## src/rtl/aud_pkg.sv

```systemverilog
// ---------------------------------------------------------------------------
// aud_pkg
// Shared widths and the player state encoding for the SRAM-to-codec audio
// player.
//   AUD_DW      : sample word width (bits shifted per LRC-high phase)
//   AUD_AW      : SRAM word address width
//   aud_state_e : player states
// ---------------------------------------------------------------------------
package aud_pkg;

  localparam int AUD_DW = 16;
  localparam int AUD_AW = 20;

  typedef enum logic [2:0] {
    IDLE,   // not playing, address parked at 0
    WAIT,   // waiting for the next LRC rise
    SHIFT,  // serialising one word
    GAP,    // word done, waiting for LRC to drop before re-arming
    PAUSE   // playback suspended, address held
  } aud_state_e;

endpackage

```

## src/rtl/aud_player_if.sv

```systemverilog
// ---------------------------------------------------------------------------
// aud_player_if
// Control, codec and SRAM signals of the audio player, bundled.
//   i_daclrck   : codec DAC LR clock (transmit while high)
//   i_start     : start / resume (level)
//   i_pause     : pause request
//   i_stop      : abort playback
//   i_end_addr  : last SRAM word to play, inclusive
//   i_sram_data : SRAM read data for o_sram_addr (same cycle)
//   o_sram_addr : SRAM word address
//   o_aud_dacdat: serial data to the codec
//   o_playing   : high in WAIT, SHIFT and GAP
//   o_done      : one-cycle pulse when the final word finishes
// Modports: master = controller/codec/SRAM side, slave = the player.
// ---------------------------------------------------------------------------
interface aud_player_if;
  import aud_pkg::*;

  logic              i_daclrck;
  logic              i_start;
  logic              i_pause;
  logic              i_stop;
  logic [AUD_AW-1:0] i_end_addr;
  logic [AUD_DW-1:0] i_sram_data;
  logic [AUD_AW-1:0] o_sram_addr;
  logic              o_aud_dacdat;
  logic              o_playing;
  logic              o_done;

  modport master (
    output i_daclrck, i_start, i_pause, i_stop, i_end_addr, i_sram_data,
    input  o_sram_addr, o_aud_dacdat, o_playing, o_done
  );

  modport slave (
    input  i_daclrck, i_start, i_pause, i_stop, i_end_addr, i_sram_data,
    output o_sram_addr, o_aud_dacdat, o_playing, o_done
  );

endinterface

```

## src/rtl/aud_tx_shifter.sv

```systemverilog
// ---------------------------------------------------------------------------
// aud_tx_shifter
// Parallel-load, MSB-first serialiser with a bit counter.
//   clk, rst : bit clock, asynchronous active-high reset
//   load     : capture data; its MSB is presented right after this edge
//   abort    : drop the current word immediately
//   data     : parallel word
//   busy     : a word is being presented
//   last     : the LSB is currently presented (word finishes on next edge)
//   msb      : current bit (only meaningful while busy)
// ---------------------------------------------------------------------------
module aud_tx_shifter
  import aud_pkg::*;
#(
  parameter int DATA_W = AUD_DW
) (
  input  logic              clk,
  input  logic              rst,
  input  logic              load,
  input  logic              abort,
  input  logic [DATA_W-1:0] data,
  output logic              busy,
  output logic              last,
  output logic              msb
);

  localparam int CNT_W = $clog2(DATA_W);

  logic [DATA_W-1:0] sreg;
  logic [CNT_W-1:0]  cnt;

  assign last = busy && (cnt == CNT_W'(DATA_W - 1));
  assign msb  = sreg[DATA_W-1];

  always_ff @(posedge clk or posedge rst) begin
    if (rst) begin
      sreg <= '0;
      cnt  <= '0;
      busy <= 1'b0;
    end else if (abort) begin
      sreg <= '0;
      cnt  <= '0;
      busy <= 1'b0;
    end else if (load) begin
      sreg <= data;
      cnt  <= '0;
      busy <= 1'b1;
    end else if (busy) begin
      if (last) begin
        sreg <= '0;
        cnt  <= '0;
        busy <= 1'b0;
      end else begin
        sreg <= sreg << 1;
        cnt  <= cnt + CNT_W'(1);
      end
    end
  end

endmodule

```

## src/rtl/aud_player.sv

```systemverilog
// ---------------------------------------------------------------------------
// aud_player
// Streams 16-bit words from SRAM address 0..end_addr to a codec DAC, one word
// per LRC-high phase, MSB first, starting on the BCLK edge that sees LRC rise.
//   i_clk : codec bit clock (BCLK), all logic on posedge
//   i_rst : asynchronous active-high reset
//   bus   : aud_player_if.slave (control, codec and SRAM signals)
// Build option: define AUD_PLAYER_LOOP_EN to replay continuously; the final
// word still pulses o_done and rewinds the address, but playback carries on
// via GAP instead of returning to IDLE.
// ---------------------------------------------------------------------------
module aud_player
  import aud_pkg::*;
(
  input  logic         i_clk,
  input  logic         i_rst,
  aud_player_if.slave  bus
);

  aud_state_e        state, state_n;
  logic [AUD_AW-1:0] addr, addr_n;
  logic [AUD_AW-1:0] end_lat;
  logic              done_q, done_n;
  logic              pend, pend_n;   // pause seen mid-word, applied at word end
  logic              lrc_prev;
  logic              lrc_rise;
  logic              load, abort, latch_end;
  logic              busy, last, msb;
  logic              pause_now;

  assign lrc_rise  = bus.i_daclrck && !lrc_prev;
  assign pause_now = pend || bus.i_pause;

  aud_tx_shifter #(.DATA_W(AUD_DW)) u_shift (
    .clk   (i_clk),
    .rst   (i_rst),
    .load  (load),
    .abort (abort),
    .data  (bus.i_sram_data),
    .busy  (busy),
    .last  (last),
    .msb   (msb)
  );

  always_ff @(posedge i_clk or posedge i_rst) begin
    if (i_rst) begin
      state    <= IDLE;
      addr     <= '0;
      done_q   <= 1'b0;
      pend     <= 1'b0;
      lrc_prev <= 1'b0;
    end else begin
      state    <= state_n;
      addr     <= addr_n;
      done_q   <= done_n;
      pend     <= pend_n;
      lrc_prev <= bus.i_daclrck;
    end
  end

  // End address is a data latch; it is only compared after a start.
  always_ff @(posedge i_clk) begin
    if (latch_end) end_lat <= bus.i_end_addr;
  end

  always_comb begin
    state_n   = state;
    addr_n    = addr;
    done_n    = 1'b0;
    pend_n    = pend;
    load      = 1'b0;
    abort     = 1'b0;
    latch_end = 1'b0;
    if (bus.i_stop) begin
      state_n = IDLE;
      addr_n  = '0;
      pend_n  = 1'b0;
      abort   = 1'b1;
    end else begin
      unique case (state)
        IDLE: begin
          if (!bus.i_pause && bus.i_start) begin
            state_n   = WAIT;
            addr_n    = '0;
            latch_end = 1'b1;
          end
        end
        WAIT: begin
          if (bus.i_pause) begin
            state_n = PAUSE;
          end else if (lrc_rise) begin
            state_n = SHIFT;
            load    = 1'b1;
          end
        end
        SHIFT: begin
          if (bus.i_pause) pend_n = 1'b1;
          if (last) begin
            pend_n = 1'b0;
            if (addr == end_lat) begin
              done_n = 1'b1;
              addr_n = '0;
`ifdef AUD_PLAYER_LOOP_EN
              state_n = pause_now ? PAUSE : GAP;
`else
              state_n = IDLE;
`endif
            end else begin
              addr_n  = addr + AUD_AW'(1);
              state_n = pause_now ? PAUSE : GAP;
            end
          end
        end
        GAP: begin
          if (bus.i_pause) begin
            state_n = PAUSE;
          end else if (!bus.i_daclrck) begin
            state_n = WAIT;
          end
        end
        PAUSE: begin
          if (!bus.i_pause && bus.i_start) state_n = WAIT;
        end
        default: state_n = IDLE;
      endcase
    end
  end

  assign bus.o_sram_addr  = addr;
  assign bus.o_aud_dacdat = busy && msb;
  assign bus.o_playing    = (state == WAIT) || (state == SHIFT) || (state == GAP);
  assign bus.o_done       = done_q;

endmodule
```

## src/flat_wrapper.sv

```systemverilog
// flat-port wrapper written by rule: the top's interface ports become plain ports
module aud_player_flat import aud_pkg::*;
  (i_clk, i_rst, bus_i_daclrck, bus_i_start, bus_i_pause, bus_i_stop, bus_i_end_addr, bus_i_sram_data, bus_o_sram_addr, bus_o_aud_dacdat, bus_o_playing, bus_o_done);
  aud_player_if bus_i ();
  input  logic i_clk;
  input  logic i_rst;
  input wire logic [$bits(bus_i.i_daclrck)-1:0] bus_i_daclrck;
  input wire logic [$bits(bus_i.i_start)-1:0] bus_i_start;
  input wire logic [$bits(bus_i.i_pause)-1:0] bus_i_pause;
  input wire logic [$bits(bus_i.i_stop)-1:0] bus_i_stop;
  input wire logic [$bits(bus_i.i_end_addr)-1:0] bus_i_end_addr;
  input wire logic [$bits(bus_i.i_sram_data)-1:0] bus_i_sram_data;
  output wire logic [$bits(bus_i.o_sram_addr)-1:0] bus_o_sram_addr;
  output wire logic [$bits(bus_i.o_aud_dacdat)-1:0] bus_o_aud_dacdat;
  output wire logic [$bits(bus_i.o_playing)-1:0] bus_o_playing;
  output wire logic [$bits(bus_i.o_done)-1:0] bus_o_done;
  assign bus_i.i_daclrck = bus_i_daclrck;
  assign bus_i.i_start = bus_i_start;
  assign bus_i.i_pause = bus_i_pause;
  assign bus_i.i_stop = bus_i_stop;
  assign bus_i.i_end_addr = bus_i_end_addr;
  assign bus_i.i_sram_data = bus_i_sram_data;
  assign bus_o_sram_addr = bus_i.o_sram_addr;
  assign bus_o_aud_dacdat = bus_i.o_aud_dacdat;
  assign bus_o_playing = bus_i.o_playing;
  assign bus_o_done = bus_i.o_done;
  aud_player u_core (.i_clk(i_clk), .i_rst(i_rst), .bus(bus_i));
endmodule
```

## config.mk

```make
export PLATFORM = sky130hd
export DESIGN_NAME = aud_player_flat
export DESIGN_NICKNAME = d
export VERILOG_FILES = /design/src/rtl/aud_pkg.sv /design/src/rtl/aud_player_if.sv /design/src/rtl/aud_tx_shifter.sv /design/src/rtl/aud_player.sv /design/src/flat_wrapper.sv
export SDC_FILE = /design/constraint.sdc
export NUM_CORES = 1
export LEC_CHECK = 0
export CORE_ASPECT_RATIO = 1.5
export CORE_UTILIZATION = 30
export DETAILED_ROUTE_END_ITERATION = 8
export GPL_ROUTABILITY_DRIVEN = 0
export GPL_TIMING_DRIVEN = 0
export HOLD_SLACK_MARGIN = 0.1
export PLACE_DENSITY_LB_ADDON = 0.15
export RECOVER_POWER = 25
export SYNTH_ARGS = -nofsm -noshare
export SYNTH_HDL_FRONTEND = slang
export SYNTH_HIERARCHICAL = 1
export SYNTH_SLANG_ARGS = --single-unit
```

## constraint.sdc

```tcl
create_clock -name i_clk -period 3.8 [get_ports i_clk]
set_input_delay 0.76 -clock i_clk [delete_from_list [all_inputs] [get_ports i_clk]]
set_output_delay 0.76 -clock i_clk [all_outputs]
set_load 0.01 [all_outputs]
```

==> run_results.csv <==
group,metric,value,unit
status,status,"finished, final reports clean",
layout,multiInputGateArea,1385,sq um
critical_path,worstPathArrival,3.30,ns
timing,timing.fmax,329.8,MHz
cts,cts_tree,"done",
drt,viasPerCell,4.752,
critical_path,reg2reg_depth,9,
power,p_leak,1.936,nW
critical_path,worst-setup-path-type,"in -> reg",
layout,nFillCells,1060,
floorplanning,fp.dieW,87.74,um
critical_path,critPathLaunchType,"primary input",
logic_synthesis,async_flop_share,70.15,%
logic_synthesis,syn_area,3308,sq um
cts,cts_resized,0,
timing,final.min_clock_period,3.032,ns
floorplanning,start_util,31.07,%
timing,fin_skew,0.004877,ns
timing,period_share,79.78,%
critical_path,cp_max_fo,10,
drt,routedWlPerCell,14.47,um
critical_path,regToRegSetupSlack,1.30,ns
cts,cts_root_buffer,"clkbuf_16",
timing,worst_pin_slew,1.055,ns
cts,max-clock-path-buffers,2,
global_routing,grt_pass1_vias,2442,
critical_path,critical_path_required,4.07,ns
job,max_cap_violations,0,
timing,hold_ws,0.4827,ns
timing,setup_viol,0,
layout,area_growth_syn_to_layout,34.46,%
cts,cts.htree.levels,3,
timing,layout_setup_ws,0.7682,ns
drt,drc,0,
timing,hold_violations,0,
global_routing,grt_max_degree,27,
min_path,hold_class,"reg -> reg",
floorplanning,fp.coreArea,10650,sq um
logic_synthesis,avgSynthCellArea,11.41,sq um
power,ir_drop,0.0002334,V
cts,clk_pin_slew,0.05,ns
global_routing,grt_pass1_wl,11960,um
logic_synthesis,synth_edf_count,20,
power,clkPwrFrac,41.3,%
floorplanning,die_h,130.6,um
critical_path,worstSetupStartpoint,"bus_i_stop",
drt,dr.pass1.iters,4,
layout,layout-drive-gt1-share,11.05,%
placed_design,dpl.hpwl,5644,um
critical_path,reg2reg_from,"u_core/state[1]$_DFFE_PP0P_",
global_routing,antenna_found_initial,2,
critical_path,reg2reg_to,"u_core/u_shift/sreg[15]$_DFFE_PP0P_",
timing,slew_headroom,29.61,%
floorplanning,ios,65,
cts,ctsHoldBuffers,0,
timing,rsz0062_at_grt,"false",
drt,vias,2457,
global_routing,grtUsageTotal,14.07,%
power,switching_share,24.79,%
power,report.power.total,2.012,mW
logic_synthesis,yosys_warnings,6,
cts,cts_buffers,9,
power,p_per_area,452.3,nW/um^2
min_path,hp-start,"u_core/u_shift/sreg[5]$_DFFE_PP0P_",
drt,drtIter0Drc,44,
critical_path,critPathCapture,"u_core/u_shift/sreg[15]$_DFFE_PP0P_",
cts,insertion_delay,0.33,ns
drt,wirelength,7483,um
logic_synthesis,syn_inst,290,
logic_synthesis,ys_seq_elements,67,
min_path,whs_path_depth,1,
power,pwr-share-comb,17.7,%
placed_design,io_buffer_count,64,
cts,postCtsSetupRepairBufs,0,
logic_synthesis,synth-seq-area-share,53.71,%
critical_path,cp-end-kind,"flip-flop",
cts,cts_num_sinks,67,
global_routing,grt-ovfl-total,0,
timing,maxSlewViolCount,0,
logic_synthesis,ys.flop_type,"dfrtp_1",
floorplanning,rows,46,
layout,regArea,1777,sq um
power,p_sw,0.4986,mW
placed_design,post-place-ws,0.4121,ns
power,p_seq_share,41.1,%
power,internal_power,1.513,mW
logic_synthesis,synthDistinctLibCells,51,
layout,fin_nets,410,
logic_synthesis,syn_nets,334,
floorplanning,dieArea,11460,sq um
drt,antenna_left,0,
[cell type report]
class,count,area share (%)
sequential,67,39.94
multi-input combinational,199,31.14
timing repair buffer,65,14.66
clock buffer,14,5.935
tap,144,4.051
buffer,16,2.729
clock inverter,2,0.7595
inverter,8,0.6751
antenna,2,0.1125
[cells in the final DEF (no fill, tap or decap), types with 11 or more instances in the layout]
cell type | netlist | routed
a21o_1 | 12 | 12
dfrtp_1 | 47 | 47
nand3_1 | 13 | 13
nand4_1 | 11 | 11
edfxtp_1 | 20 | 20
nor2_1 | 28 | 28
nand2_1 | 13 | 13
clkdlybuf4s50_1 | 0 | 42
xor2_1 | 37 | 37
dlygate4sd3_1 | 0 | 22
[how the worst min path moves through the flow]
stage | end | slack (ns)
after floorplan | u_core/u_shift/sreg[4]$_DFFE_PP0P_ | 0.45
after global placement | u_core/u_shift/sreg[8]$_DFFE_PP0P_ | 0.46
after detailed placement | u_core/u_shift/sreg[14]$_DFFE_PP0P_ | 0.47
after CTS | u_core/u_shift/sreg[6]$_DFFE_PP0P_ | 0.49
after global routing | u_core/u_shift/sreg[6]$_DFFE_PP0P_ | 0.50
final | u_core/u_shift/sreg[6]$_DFFE_PP0P_ | 0.48
[through the flow]
step	cell area, sq um	TNS [ns]	util [%]	std cells
floorplan	3308	0	-	290
global route	4448	0	41.77	517
global placement	4129	-11.83	38.78	498
finish	4448	0	41.77	517
detailed placement	4145	0	38.93	499
CTS	4443	0	41.73	515
[state kept, by name, summed over array words and instances, names as in the netlist]
signal	cells
u_core/end_lat	20
u_core/u_shift/busy	1
u_core/lrc_prev	1
u_core/u_shift/cnt	4
u_core/bus.o_sram_addr	20
u_core/pend	1
u_core/u_shift/sreg	16
u_core/bus.o_done	1
u_core/state	3
[routing by layer]
metal	share of wire [%]	up-vias	global-route usage, %
met5	0	-	0
met4	2.9	0	8.968
met3	5.2	17	3.455
met2	51	63	23.99
met1	41	1179	15.50
li1	-	1198	-
[power groups by stage]
stage          combinational [mW]  clock, mW  sequential, mW
2_1_floorplan               0.244          0           0.834
3_3_place_gp                0.361          0           0.840
3_5_place_dp                0.366          0           0.839
4_1_cts                     0.367      0.853           0.827
5_1_grt                     0.394      0.879           0.830
6_report                    0.355      0.830           0.826
[kinds of logic after synthesis]
kind of cell | Yosys count | synth area share (%)
mux | 2 | 0.6052
simple gates | 104 | 18.04
buf+inv | 24 | 4.576
xor+xnor | 39 | 10.33
fa+ha+maj | 2 | 0.7563
flops | 67 | 53.71
compound gates | 52 | 11.99
[critical path: stages]
cell	delay [ns]
clkdlybuf4s50_1	0.58
clkbuf_1	0.35
nor4b_1	0.12
o211ai_1	0.17
nand2_1	0.11
nor2_1	0.43
nor2b_4	0.27
buf_2	0.24
a22o_1	0.17
a21o_1	0.08
[cells in the mapped netlist, types with 2 or more instances]
master    instances  area [sq um]
dfrtp_1          47          1176
xor2_1           37         324.1
nor2_1           28         105.1
edfxtp_1         20         600.6
nand2_1          13         48.80
nand3_1          13         65.06
a21o_1           12         90.09
nand4_1          11         68.82
a21oi_1           9         45.04
a22o_1            9         78.83
inv_1             8         30.03
and3_1            7         43.79
buf_6             6         67.56
nor4_1            6         37.54
nor3_1            5         25.02
buf_2             4         20.02
o22a_1            4         35.03
a22o_2            3         30.03
and2_1            3         18.77
buf_4             3         22.52
clkbuf_1          3         11.26
o211ai_1          3         22.52
ha_1              2         25.02
mux2i_1           2         20.02
nor3b_1           2         15.01
o21ai_0           2         10.01
o22ai_1           2         12.51
or3_1             2         12.51
xnor2_1           2         17.52
Note: power is estimated with default switching activity, not from simulation.
